===== src/rtl/parking_pkg.sv =====
// Shared constants for the parking lot datapath (detection FSM, occupancy
// counter and display driver).
package parking_pkg;

    // Default lot size in cars.
    localparam int CAPACITY_DEFAULT = 20;

    // Each display digit is one BCD nibble.
    localparam int BCD_W = 4;

    // Largest value a single BCD digit may hold.
    localparam logic [BCD_W-1:0] BCD_MAX_DIGIT = 4'd9;

endpackage : parking_pkg


===== src/rtl/bcd_updown_counter.sv =====
// Two-digit BCD up/down register. It steps by one per inc/dec with
// digit carry/borrow. The parent never raises inc and dec together and
// decides whether a step is legal (saturation), so this block never wraps.
module bcd_updown_counter
    import parking_pkg::*;
(
    input  logic             clk,
    input  logic             rst,
    input  logic             clr,
    input  logic             inc,
    input  logic             dec,
    output logic [BCD_W-1:0] tens,
    output logic [BCD_W-1:0] ones
);

    logic [BCD_W-1:0] tens_reg;
    logic [BCD_W-1:0] ones_reg;
    logic [BCD_W-1:0] tens_next;
    logic [BCD_W-1:0] ones_next;

    // Next digit values: clear wins, then a single step with carry/borrow.
    always_comb begin
        tens_next = tens_reg;
        ones_next = ones_reg;
        if (clr) begin
            tens_next = '0;
            ones_next = '0;
        end else if (inc) begin
            if (ones_reg == BCD_MAX_DIGIT) begin
                ones_next = '0;
                tens_next = tens_reg + BCD_W'(1);
            end else begin
                ones_next = ones_reg + BCD_W'(1);
            end
        end else if (dec) begin
            if (ones_reg == '0) begin
                ones_next = BCD_MAX_DIGIT;
                tens_next = tens_reg - BCD_W'(1);
            end else begin
                ones_next = ones_reg - BCD_W'(1);
            end
        end
    end

    // Digit registers with asynchronous reset.
    always_ff @(posedge clk or posedge rst) begin
        if (rst) begin
            tens_reg <= '0;
            ones_reg <= '0;
        end else begin
            tens_reg <= tens_next;
            ones_reg <= ones_next;
        end
    end

    assign tens = tens_reg;
    assign ones = ones_reg;

endmodule : bcd_updown_counter


===== src/rtl/parking_occupancy_counter.sv =====
// Live car count for the lot. Turns entry/exit levels into rising-edge
// events, saturates the count at 0 and CAPACITY, keeps a BCD copy for the
// display, registers full/empty alongside the count and latches sticky
// over/underflow errors for the supervisor.
module parking_occupancy_counter
    import parking_pkg::*;
#(
    parameter int CAPACITY = CAPACITY_DEFAULT,
    parameter int CNT_W    = 7
) (
    input  logic             clk,
    input  logic             rst,
    input  logic             clr,
    input  logic             e_in,
    input  logic             s_in,
    output logic [CNT_W-1:0] count,
    output logic [BCD_W-1:0] bcd_tens,
    output logic [BCD_W-1:0] bcd_ones,
    output logic             full,
    output logic             empty,
    output logic             chg,
    output logic             ovf_err,
    output logic             udf_err
);

    // Parameter legality is checked at elaboration time.
    if (CAPACITY < 1 || CAPACITY > 99) begin : g_bad_capacity
        $error("parking_occupancy_counter: CAPACITY must be in 1..99");
    end
    if ((1 << CNT_W) <= CAPACITY) begin : g_bad_cnt_w
        $error("parking_occupancy_counter: CNT_W too narrow for CAPACITY");
    end

    localparam logic [CNT_W-1:0] CAP = CNT_W'(CAPACITY);

    logic             e_d_reg;
    logic             s_d_reg;
    logic [CNT_W-1:0] count_reg;
    logic [CNT_W-1:0] count_next;
    logic             full_reg;
    logic             full_next;
    logic             empty_reg;
    logic             empty_next;
    logic             chg_reg;
    logic             chg_next;
    logic             ovf_reg;
    logic             ovf_next;
    logic             udf_reg;
    logic             udf_next;
    logic             bcd_inc;
    logic             bcd_dec;
    logic             ev_e;
    logic             ev_s;

    // A level held for many cycles yields one event on its rising edge.
    assign ev_e = e_in & ~e_d_reg;
    assign ev_s = s_in & ~s_d_reg;

    // Next-state decision: clear beats coincident events beats a single event.
    always_comb begin
        count_next = count_reg;
        chg_next   = 1'b0;
        ovf_next   = ovf_reg;
        udf_next   = udf_reg;
        bcd_inc    = 1'b0;
        bcd_dec    = 1'b0;
        if (clr) begin
            count_next = '0;
            ovf_next   = 1'b0;
            udf_next   = 1'b0;
        end else if (ev_e && ev_s) begin
            // A car in and a car out cancel; nothing to record.
        end else if (ev_e) begin
            if (count_reg < CAP) begin
                count_next = count_reg + CNT_W'(1);
                chg_next   = 1'b1;
                bcd_inc    = 1'b1;
            end else begin
                ovf_next   = 1'b1;
            end
        end else if (ev_s) begin
            if (count_reg != '0) begin
                count_next = count_reg - CNT_W'(1);
                chg_next   = 1'b1;
                bcd_dec    = 1'b1;
            end else begin
                udf_next   = 1'b1;
            end
        end
        // Flags derive from the next count so they land on the same edge.
        full_next  = (count_next == CAP);
        empty_next = (count_next == '0);
    end

    // State registers; edge detectors keep tracking even during clr.
    always_ff @(posedge clk or posedge rst) begin
        if (rst) begin
            e_d_reg   <= 1'b0;
            s_d_reg   <= 1'b0;
            count_reg <= '0;
            full_reg  <= 1'b0;
            empty_reg <= 1'b1;
            chg_reg   <= 1'b0;
            ovf_reg   <= 1'b0;
            udf_reg   <= 1'b0;
        end else begin
            e_d_reg   <= e_in;
            s_d_reg   <= s_in;
            count_reg <= count_next;
            full_reg  <= full_next;
            empty_reg <= empty_next;
            chg_reg   <= chg_next;
            ovf_reg   <= ovf_next;
            udf_reg   <= udf_next;
        end
    end

    bcd_updown_counter u_bcd (
        .clk  (clk),
        .rst  (rst),
        .clr  (clr),
        .inc  (bcd_inc),
        .dec  (bcd_dec),
        .tens (bcd_tens),
        .ones (bcd_ones)
    );

    assign count   = count_reg;
    assign full    = full_reg;
    assign empty   = empty_reg;
    assign chg     = chg_reg;
    assign ovf_err = ovf_reg;
    assign udf_err = udf_reg;

endmodule : parking_occupancy_counter


===== config.mk =====
export PLATFORM = sky130hd
export DESIGN_NAME = parking_occupancy_counter
export DESIGN_NICKNAME = d
export VERILOG_FILES = /design/src/rtl/parking_pkg.sv /design/src/rtl/bcd_updown_counter.sv /design/src/rtl/parking_occupancy_counter.sv
export SDC_FILE = /design/constraint.sdc
export NUM_CORES = 1
export LEC_CHECK = 0
export BUFFER_PORTS_ARGS = -buffer_cell sky130_fd_sc_hd__clkbuf_2
export CAP_MARGIN = 15
export CORE_MARGIN = 2
export CORE_UTILIZATION = 55
export DETAILED_ROUTE_END_ITERATION = 8
export PLACE_DENSITY_LB_ADDON = 0.3
export RECOVER_POWER = 25
export SLEW_MARGIN = 5
export SYNTH_ARGS = -nofsm -noshare
export SYNTH_HDL_FRONTEND = slang
export SYNTH_HIERARCHICAL = 1
export SYNTH_SLANG_ARGS = --single-unit

===== constraint.sdc =====
create_clock -name clk -period 3.4 [get_ports clk]
set_input_delay 0.68 -clock clk [delete_from_list [all_inputs] [get_ports clk]]
set_output_delay 0.68 -clock clk [all_outputs]
set_load 0.05 [all_outputs]

==> impl_metrics.toml <==
[die]
die_h_um = 55.2
die-area_mm2 = 0.00304
io_pins = 25
start_util_pct = 58.1
core_mm2 = 0.00248
num_rows = 18
dieWidth_um = 55.2

[global_route]
globalRouteTotalUtil_pct = 21.2
grt_pass1_wl_mm = 4.67
grt_max_degree = 24
grt_pass1_vias = 1071
grt-ovfl-total = 0
antenna_found_initial = 0

[yosys]
syn-cell-area_mm2 = 0.00144
async_reset_ff_share_pct = 100
synth_top_family_by_area = "simple AND/OR/NAND/NOR gates"
ys.warnings.count = 6
synth_top_area_share_pct = 36.5
synth-simple-area-share_pct = 28.1
synth.top_cells.by_area = "dfrtp_1 37%, nor2_1 5.0%, ha_1 4.3%, inv_1 3.4%, a21oi_1 3.1%"
synth_compound_area_share_pct = 12.7
avgSynthCellArea_um2 = 9.28
ys_ff_latch = 22
synth_nets = 166
synth_mux_area_share_pct = 4.35
synth_xor_area_share_pct = 4.26
synth_seq_area_share_pct = 38.3
netlist_instances = 155
synth_edf_count = 0
synth-main-ff-cell = "dfrtp_1"
synth.largest_area_cell = "dfrtp_1"
synth-adder-area-share_pct = 5.74
ys_types = 51

[worst_setup_path]
cp_cell_sequence = "inv_1, ha_1, or4b_1, o211ai_1, nor2_1, nor4b_4, mux2_1, a222oi_1, nor2_1"
cp_slowest_cell = "dfrtp_1"
max_stage_delay_ns = 0.51
startpoint_type = "register"
critical_path_required_ns = 3.61
worstSetupPathType = "reg2reg"
crit_path_end_kind = "register"
cp_data_arrival_time_ns = 2.86
crit_top_cell = "nor2_1"
critPathMaxFanout = 9

[timing]
finalCritPeriodShare_pct = 78.0
hold_viol = 0
fin_skew_ns = 0.0177
slew_violations = 0
maxSlewHeadroom_pct = 62.6
setup_violations = 0
worst_pin_slew_ns = 0.560
setup-tns-final_ns = 0
fmax_mhz = 377
rsz0062_at_grt = "false"
min_period_ns = 2.65
setup_ws_ns = 0.749

[layout]
fin_util_pct = 64.1
layout_common_cells = "21 x dfrtp_1, 21 x clkbuf_2, 19 x nor2_1, 13 x inv_1"
largest_reg_flops = 7
nets = 190
antenna_cells = 0
drive_above_1_share_pct = 20.8
area_delta_synth_final_pct = 10.4
fillCellCount = 234

[route]
drtIter0Drc = 42
drc = 0
num_vias = 1198
wl_per_cell_um = 13.6
drtPass1Iterations = 4
drtAntennaViolNets = 0
routed_via_density = 5.76
routed_wl_mm = 2.83

[clock_network]
cts-resized-gates = 0
cts.sinks = 22
clk_path_buf_depth = 2
path_clk_slew_ns = 0.14
hold_buffers = 0
root_buffer = "clkbuf_4"
cts_setup_buffers = 0
cts_tree = "built"
cts_buffers = 3
insertion_delay_ns = 0.31
h-tree-depth = 1

[power]
leakage_uw = 0.000764
power_density_mw_per_mm2 = 437
ir_drop_v = 0.000311

[flow_run]
cap_violations = 0

[min_path]
hold_class = "in2async"

[run_status]
status = "finished clean"

[placement]
portBuffers = 24
place_hpwl_mm = 2.10
gp_congestion = 0.913
place_ws_ns = 0.516
cell type report:
| class | instances | area [um2] | share of cell area, % |
|---|---|---|---|
| Multi-Input combinational cell | 113 | 793 | 49.9 |
| Sequential cell | 22 | 552 | 34.7 |
| Timing Repair Buffer | 26 | 131 | 8.27 |
| Inverter | 13 | 48.8 | 3.07 |
| Tap cell | 30 | 37.5 | 2.36 |
| Clock buffer | 4 | 26.3 | 1.65 |
critical path, delay by kind of cell, from the launching register on:
kind / cells / cell delay (ns)
buffers and inverters: 1 / 0.13
AND/OR/NAND/NOR: 4 / 0.86
AO/OA/AOI/OAI: 2 / 0.58
flip-flops: 1 / 0.51
multiplexers: 1 / 0.31
adder cells (fa/ha/maj): 1 / 0.19
layer usage:
layer  track usage (%)  routed length, um
met2              32.7               1270
met5                 0                  0
met4              8.13                 19
met1              30.4               1370
met3              2.42                164
worst paths after layout:
path	start	end	slack, ns	cells past startpoint
min	rst	u_bcd/tens[1]	0.27	2
min reg2reg	udf_err	udf_err	0.53	2
min in group clk	e_in	e_d_reg	0.52	1
max	count[0]	u_bcd/ones[3]	0.75	9
max reg2reg	count[0]	u_bcd/ones[3]	0.75	9
max in group asynchronous	rst	empty	2.63	2
cells in the mapped netlist, drive strengths merged (2+ instances only):
library cell,count
a211o,2
a21oi,11
and3,3
buf,4
clkbuf,3
dfrtp,21
ha,5
inv,13
mux2,2
mux2i,4
nand2,9
nand2b,2
nand3,4
nand4,4
nor2,19
nor2b,6
nor3,5
nor3b,2
nor4,2
nor4b,2
o21ai,4
or2,2
or3,3
xnor2,4
xor2,3
stage by stage:
step	hold slack [ns]	power, uW	cell area [um2]	instances
3_3_place_gp	0.500	566	1570	204
5_1_grt	0.322	737	1590	208
6_report	0.273	694	1590	208
3_5_place_dp	0.495	571	1570	204
4_1_cts	0.296	698	1590	208
2_1_floorplan	0.496	523	1440	155
report_power, final:
group          internal (uW)  switching [uW]
Sequential               286            34.0
Clock                   45.7            81.9
Combinational           80.5             165
Total                    412             281
cells by family (layout without fill, tap and decap cells):
group | after synthesis | in the layout
mux | 6 | 6
fa+ha+maj | 6 | 6
flops | 22 | 22
compound gates | 26 | 26
buf+inv | 20 | 43
xor+xnor | 7 | 7
simple gates | 68 | 68
No activity file was read; power rests on OpenSTA's default activity.
